==> src/rtl/conv_window_accumulator.sv <==
// conv_window_accumulator
//   Drives the 3-tap product multiplexer select through every tap of every
//   kernel row, accumulates the returned unsigned products on top of a signed
//   bias, then applies ReLU, right-shift requantisation and 8-bit saturation.
//   The result is offered on a valid/ready port and held until accepted.
//
// Ports
//   clk        : clock, all state on rising edge
//   rst        : asynchronous active-high reset
//   start      : begin a window (sampled only while idle)
//   bias[15:0] : signed initial accumulator value, sampled with start
//   sel[1:0]   : multiplier tap select, 00 idle, 01/10/11 = tap 0/1/2
//   product    : unsigned product returned PLAT edges after sel
//   busy       : window in progress, up to and including the output handshake
//   out_valid  : result available
//   out_ready  : consumer accepts the result
//   out_data   : requantised, saturated result
//   ovf        : result was clamped high (qualified by out_valid)
module conv_window_accumulator #(
  parameter int unsigned ROWS  = 3,
  parameter int unsigned PLAT  = 1,
  parameter int unsigned SHIFT = 8,
  parameter int unsigned ACC_W = 24
) (
  input  logic        clk,
  input  logic        rst,
  input  logic        start,
  input  logic [15:0] bias,
  output logic [1:0]  sel,
  input  logic [15:0] product,
  output logic        busy,
  output logic        out_valid,
  input  logic        out_ready,
  output logic [7:0]  out_data,
  output logic        ovf
);

  typedef enum logic [2:0] {
    S_IDLE,
    S_ISSUE,
    S_DRAIN,
    S_FINAL,
    S_HOLD
  } state_t;

  state_t                  state_q, state_d;
  logic [1:0]              sel_q, sel_d;
  logic [3:0]              row_q, row_d;
  logic [1:0]              drain_q, drain_d;
  logic [PLAT-1:0]         tap_q, tap_d;
  logic signed [ACC_W-1:0] acc_q, acc_d;
  logic signed [ACC_W-1:0] shifted;
  logic                    busy_q, busy_d;
  logic                    valid_q, valid_d;
  logic                    ovf_q, ovf_d;
  logic [7:0]              data_q, data_d;

  assign shifted = acc_q >>> SHIFT;

  always_ff @(posedge clk or posedge rst) begin
    if (rst) begin
      state_q <= S_IDLE;
      sel_q   <= '0;
      row_q   <= '0;
      drain_q <= '0;
      tap_q   <= '0;
      acc_q   <= '0;
      busy_q  <= 1'b0;
      valid_q <= 1'b0;
      ovf_q   <= 1'b0;
      data_q  <= '0;
    end else begin
      state_q <= state_d;
      sel_q   <= sel_d;
      row_q   <= row_d;
      drain_q <= drain_d;
      tap_q   <= tap_d;
      acc_q   <= acc_d;
      busy_q  <= busy_d;
      valid_q <= valid_d;
      ovf_q   <= ovf_d;
      data_q  <= data_d;
    end
  end

  always_comb begin
    state_d = state_q;
    sel_d   = sel_q;
    row_d   = row_q;
    drain_d = drain_q;
    busy_d  = busy_q;
    valid_d = valid_q;
    ovf_d   = ovf_q;
    data_d  = data_q;

    // Tap tracker: a 1 enters when a non-idle select is on the bus and leaves
    // PLAT edges later, exactly when that select's product is on `product`.
    tap_d = PLAT'({tap_q, (sel_q != 2'b00)});

    acc_d = acc_q;
    if (tap_q[PLAT-1]) begin
      acc_d = acc_q + $signed({{(ACC_W-16){1'b0}}, product});
    end

    case (state_q)
      S_IDLE: begin
        if (start) begin
          acc_d   = {{(ACC_W-16){bias[15]}}, bias};
          row_d   = '0;
          sel_d   = 2'b01;
          busy_d  = 1'b1;
          state_d = S_ISSUE;
        end
      end
      S_ISSUE: begin
        if (sel_q == 2'b11) begin
          if (row_q == 4'(ROWS - 1)) begin
            sel_d   = '0;
            drain_d = '0;
            state_d = S_DRAIN;
          end else begin
            row_d = row_q + 4'd1;
            sel_d = 2'b01;
          end
        end else begin
          sel_d = sel_q + 2'b01;
        end
      end
      S_DRAIN: begin
        if (drain_q == 2'(PLAT - 1)) begin
          drain_d = '0;
          state_d = S_FINAL;
        end else begin
          drain_d = drain_q + 2'd1;
        end
      end
      S_FINAL: begin
        if (acc_q[ACC_W-1]) begin
          data_d = '0;
          ovf_d  = 1'b0;
        end else if (|shifted[ACC_W-1:8]) begin
          data_d = '1;
          ovf_d  = 1'b1;
        end else begin
          data_d = shifted[7:0];
          ovf_d  = 1'b0;
        end
        valid_d = 1'b1;
        state_d = S_HOLD;
      end
      S_HOLD: begin
        if (out_ready) begin
          valid_d = 1'b0;
          busy_d  = 1'b0;
          state_d = S_IDLE;
        end
      end
      default: state_d = S_IDLE;
    endcase
  end

  assign sel       = sel_q;
  assign busy      = busy_q;
  assign out_valid = valid_q;
  assign out_data  = data_q;
  assign ovf       = ovf_q;

endmodule

==> config.mk <==
export PLATFORM = sky130hd
export DESIGN_NAME = conv_window_accumulator
export DESIGN_NICKNAME = d
export VERILOG_FILES = /design/src/rtl/conv_window_accumulator.sv
export SDC_FILE = /design/constraint.sdc
export NUM_CORES = 1
export LEC_CHECK = 0
export ABC_AREA = 1
export CAP_MARGIN = 20
export CORE_AREA = 2 2 92 94
export DETAILED_ROUTE_END_ITERATION = 16
export DIE_AREA = 0 0 94 96
export GPL_TIMING_DRIVEN = 0
export PLACE_DENSITY_LB_ADDON = 0.2
export RECOVER_POWER = 100
export SYNTH_ARGS = -nofsm -noshare
export SYNTH_HDL_FRONTEND = slang
export SYNTH_SLANG_ARGS = --single-unit
export TNS_END_PERCENT = 30
==> constraint.sdc <==
create_clock -name clk -period 2.15 [get_ports clk]
set_input_delay 0.43 -clock clk [delete_from_list [all_inputs] [get_ports clk]]
set_output_delay 0.43 -clock clk [all_outputs]
set_load 0.005 [all_outputs]
==> impl_results.md <==
- Result of the run: finished clean
- Routed vias: 3506
- Max Cap Violations: 0
- Cell area after technology mapping: 0.003506 mm2
- Reg-to-reg slack, setup: 0.21 ns
- Delay of the slowest cell on the worst path: 0.48 ns
- Distinct cells, synth: 38
- Setup tns final: 0 ns
- Class of the tightest hold or removal check: reg2reg
- Shortest clock period the worst path allows after layout: 2.067 ns
- End point of the most critical hold path: ovf
- Die W: 94 um
- Largest area contributor in the synthesized netlist: dfrtp_1
- Post-route cell area: 0.004380 mm2
- Root buf cell: clkbuf_8
- Hold_buf cts: 0
- Die Outline Area: 0.009024 mm2
- Count of pins on the block boundary: 49
- Max Slew Vio Count: 0
- Clock Path Buffers: 2
- Antenna violations before repair: 0
- Buffers on Ports: 48
- Transition time of the tightest slew-check pin: 0.8217 ns
- Count of state elements after synthesis: 47
- GP Congestion: 0.9180
- Most common cell after layout, fill and taps aside: nand2_1
- CP Launch Point: product[7]
- Pwr/cell area: 1573 mW/mm2
- Syn_nets: 579
- Number of routed nets with antenna violations: 0
- Final #Nets: 644
- Startpoint of the worst-slack reg-to-reg timing path: state_q[2]
- Y dimension of the die: 96 um
- Overall fraction of global-route tracks in use: 21.57%
- Library cell appearing most often on the critical path: nand2_1
- Site row count: 33
- Final count of negative-setup-slack endpoints: 0
- Number of levels in the clock H-tree: 2
- Count of clock tree sinks: 47
- Post-detailed-placement cell area: 0.004138 mm2
- Fraction of post-synthesis cell area in the top cell type by area: 33.55%
- Wire length of the first global-routing pass: 15210 um
- CP endpoint kind: register
- Total DRC errors in the routed layout: 0
- Main synth FF type: dfrtp_1
- Startpoint class of the critical path: input port
- TritonCTS clock tree: yes
- Post-layout utilization of the core: 54.41%
- Clock latency of the later-clocked register in the worst-skew pair: 0.32 ns
- Max stage delay cell, worst path: clkdlybuf4s50_1
- Maximum operating frequency: 0.4838 GHz
- Share of the cycle needed by the critical path after routing: 96.13%
- Mean instance size in the synthesized netlist: 6.742 um2
- HPWL reported at the end of detailed placement: 7288 um
- Layout overhead on the synthesized area: 24.95%
- Number of warnings reported in the yosys synthesis log: 0
- Initial core utilization: 43.54%
- Highest-count cells in the layout ignoring fill and taps: nand2_1, inv_1, nand3_1
- Total congestion overflow after global routing: 0
- Sequential cell area fraction in the yosys report: 33.55%
- First drt pass iteration count: 5
- Pin count of the biggest net entering global routing: 36
- Rel. slew slack: 45.22%
- Final std cells w/o fill: 691
- Post-synth EDFFs: 0
- Clock-pin transition on the worst setup and hold timing paths: 0.10 ns
- Share of layout cells above drive strength 1: 13.31%
- Hold path startpoint: ovf
- Total inserted antenna cells: 0
- Instance count along the most critical hold path: 2
- Dominant cells by area after synthesis: dfrtp_1, nand2_1, nand3_1
- Total Wirelength: 9531 um
- Static power due to leakage: 2.256 nW
- Post-detailed-route via-to-cell ratio: 5.074
- Reg-to-reg endpoint: acc_q[1]
- Post-synth ARST share: 100.0%
- R2R cell count: 11
- Number of global-route vias before repair: 3316
- Number of hold violations in the final report: 0
- Peak ir drop on the vdd network: 0.0007788 V
- Worst Path Arrival: 2.27 ns
- Crit-path cells: clkdlybuf4s50_1 > ha_2 > nand2_1 > inv_1 > a21oi_1 > nand3_2 > nand2_1 > nand2_1 > nand2_1 > nand2_1 > nand3_1 > nand2_1
- Number of DRC markers after the initial detailed-route iteration: 181
- Critical-path maximum fanout: 5
- Critical Path RT: 2.35 ns
- Skew final: 0.01385 ns
- Instance count after placement with tap cells included: 674
- Mean routed wirelength per cell: 13.79 um
- CTS buffer count: 5
- Start-to-end type of the worst setup path: in2reg
- Number of cells produced by synthesis: 520
- Filler instances: 807
- Core Area: 0.008051 mm2
==> through the flow <==
step | setup slack [ns] | power (mW) | hold slack [ns]
finish | 0.08317 | 6.891 | 0.4789
global route | -0.01283 | 7.595 | 0.5252
CTS | 0.003825 | 6.872 | 0.3847
detailed placement | -0.5788 | 6.094 | 0.4658
global placement | -0.5422 | 5.972 | 0.4588
floorplan | 0.2603 | 4.852 | 0.4419
==> cell families after synthesis <==
kind of cell | Yosys count | share of synthesized area, %
AO/OA/AOI/OAI | 51 | 8.708
adder cells (fa/ha/maj) | 23 | 8.422
flip-flops | 47 | 33.55
buffers and inverters | 88 | 10.60
AND/OR/NAND/NOR | 308 | 37.97
XOR/XNOR | 3 | 0.7496
==> power by group <==
group	internal [mW]	leakage [nW]	total, mW	switching, mW
clock network	0.348	0.0581	0.701	0.354
logic	1.71	1.63	4.52	2.81
registers	1.34	0.564	1.67	0.332
total	3.39	2.26	6.89	3.50
==> flip-flops by register name, indices dropped and copies added (netlist names) <==
name and count:
row_q 4, state_q 3, out_data 8, out_valid 1, acc_q 24, tap_q 1, sel 2, busy 1
ovf 1, drain_q 2
==> critical path, delay by kind of cell <==
kind / cells / cell delay [ns]
fa+ha+maj: 1 / 0.31
compound gates: 1 / 0.23
buf+inv: 2 / 0.54
simple gates: 8 / 0.76
==> layer usage <==
| layer | GRT usage (%) | vias up | routed length [um] |
|---|---|---|---|
| li1 | - | 1787 | - |
| met1 | 28.20 | 1612 | 4303 |
| met2 | 37.80 | 93 | 4669 |
| met3 | 2.976 | 14 | 425 |
| met4 | 5.435 | 0 | 133 |
| met5 | 0 | - | 0 |
==> cells in the mapped netlist (all sizes together), types with 2 or more instances <==
| cell type | number |
|---|---|
| o21ai | 23 |
| dfrtp | 47 |
| a21oi | 17 |
| or2 | 2 |
| nor2 | 36 |
| o211ai | 2 |
| nor4 | 2 |
| xnor2 | 2 |
| a31oi | 5 |
| clkbuf | 4 |
| nand4 | 5 |
| nand2 | 193 |
| inv | 79 |
| ha | 22 |
| buf | 5 |
| nor3 | 7 |
| nand3 | 59 |
| o21bai | 2 |
==> how the worst max path moves through the flow <==
stage           endpoint  slack (ns)  cells past startpoint
6_report       acc_q[17]        0.08                     12
5_1_grt        acc_q[20]       -0.01                     14
4_1_cts        acc_q[14]       0.004                     13
3_3_place_gp   acc_q[16]       -0.54                     14
3_5_place_dp   acc_q[20]       -0.58                     14
2_1_floorplan  acc_q[20]        0.26                     13
==> timing repair <==
item,4_1_cts,5_1_grt
cloned,0,0
setup buffers,4,5
pin swaps,2,8
hold endpoints to repair,0,0
endpoints found under the setup margin,4,14
gates resized for setup,5,26
==> layout make-up <==
class | count | area (um2) | share of cell area, %
well taps | 105 | 131.4 | 2.999
repair buffers | 58 | 555.5 | 12.68
clock buffers | 5 | 68.82 | 1.571
multi-input cells | 385 | 2061 | 47.04
flip-flops and latches | 47 | 1176 | 26.85
inverters | 79 | 301.5 | 6.884
plain buffers | 9 | 42.54 | 0.9712
clock inverters | 3 | 43.79 | 0.9997
(Power assumes the default switching activity.)
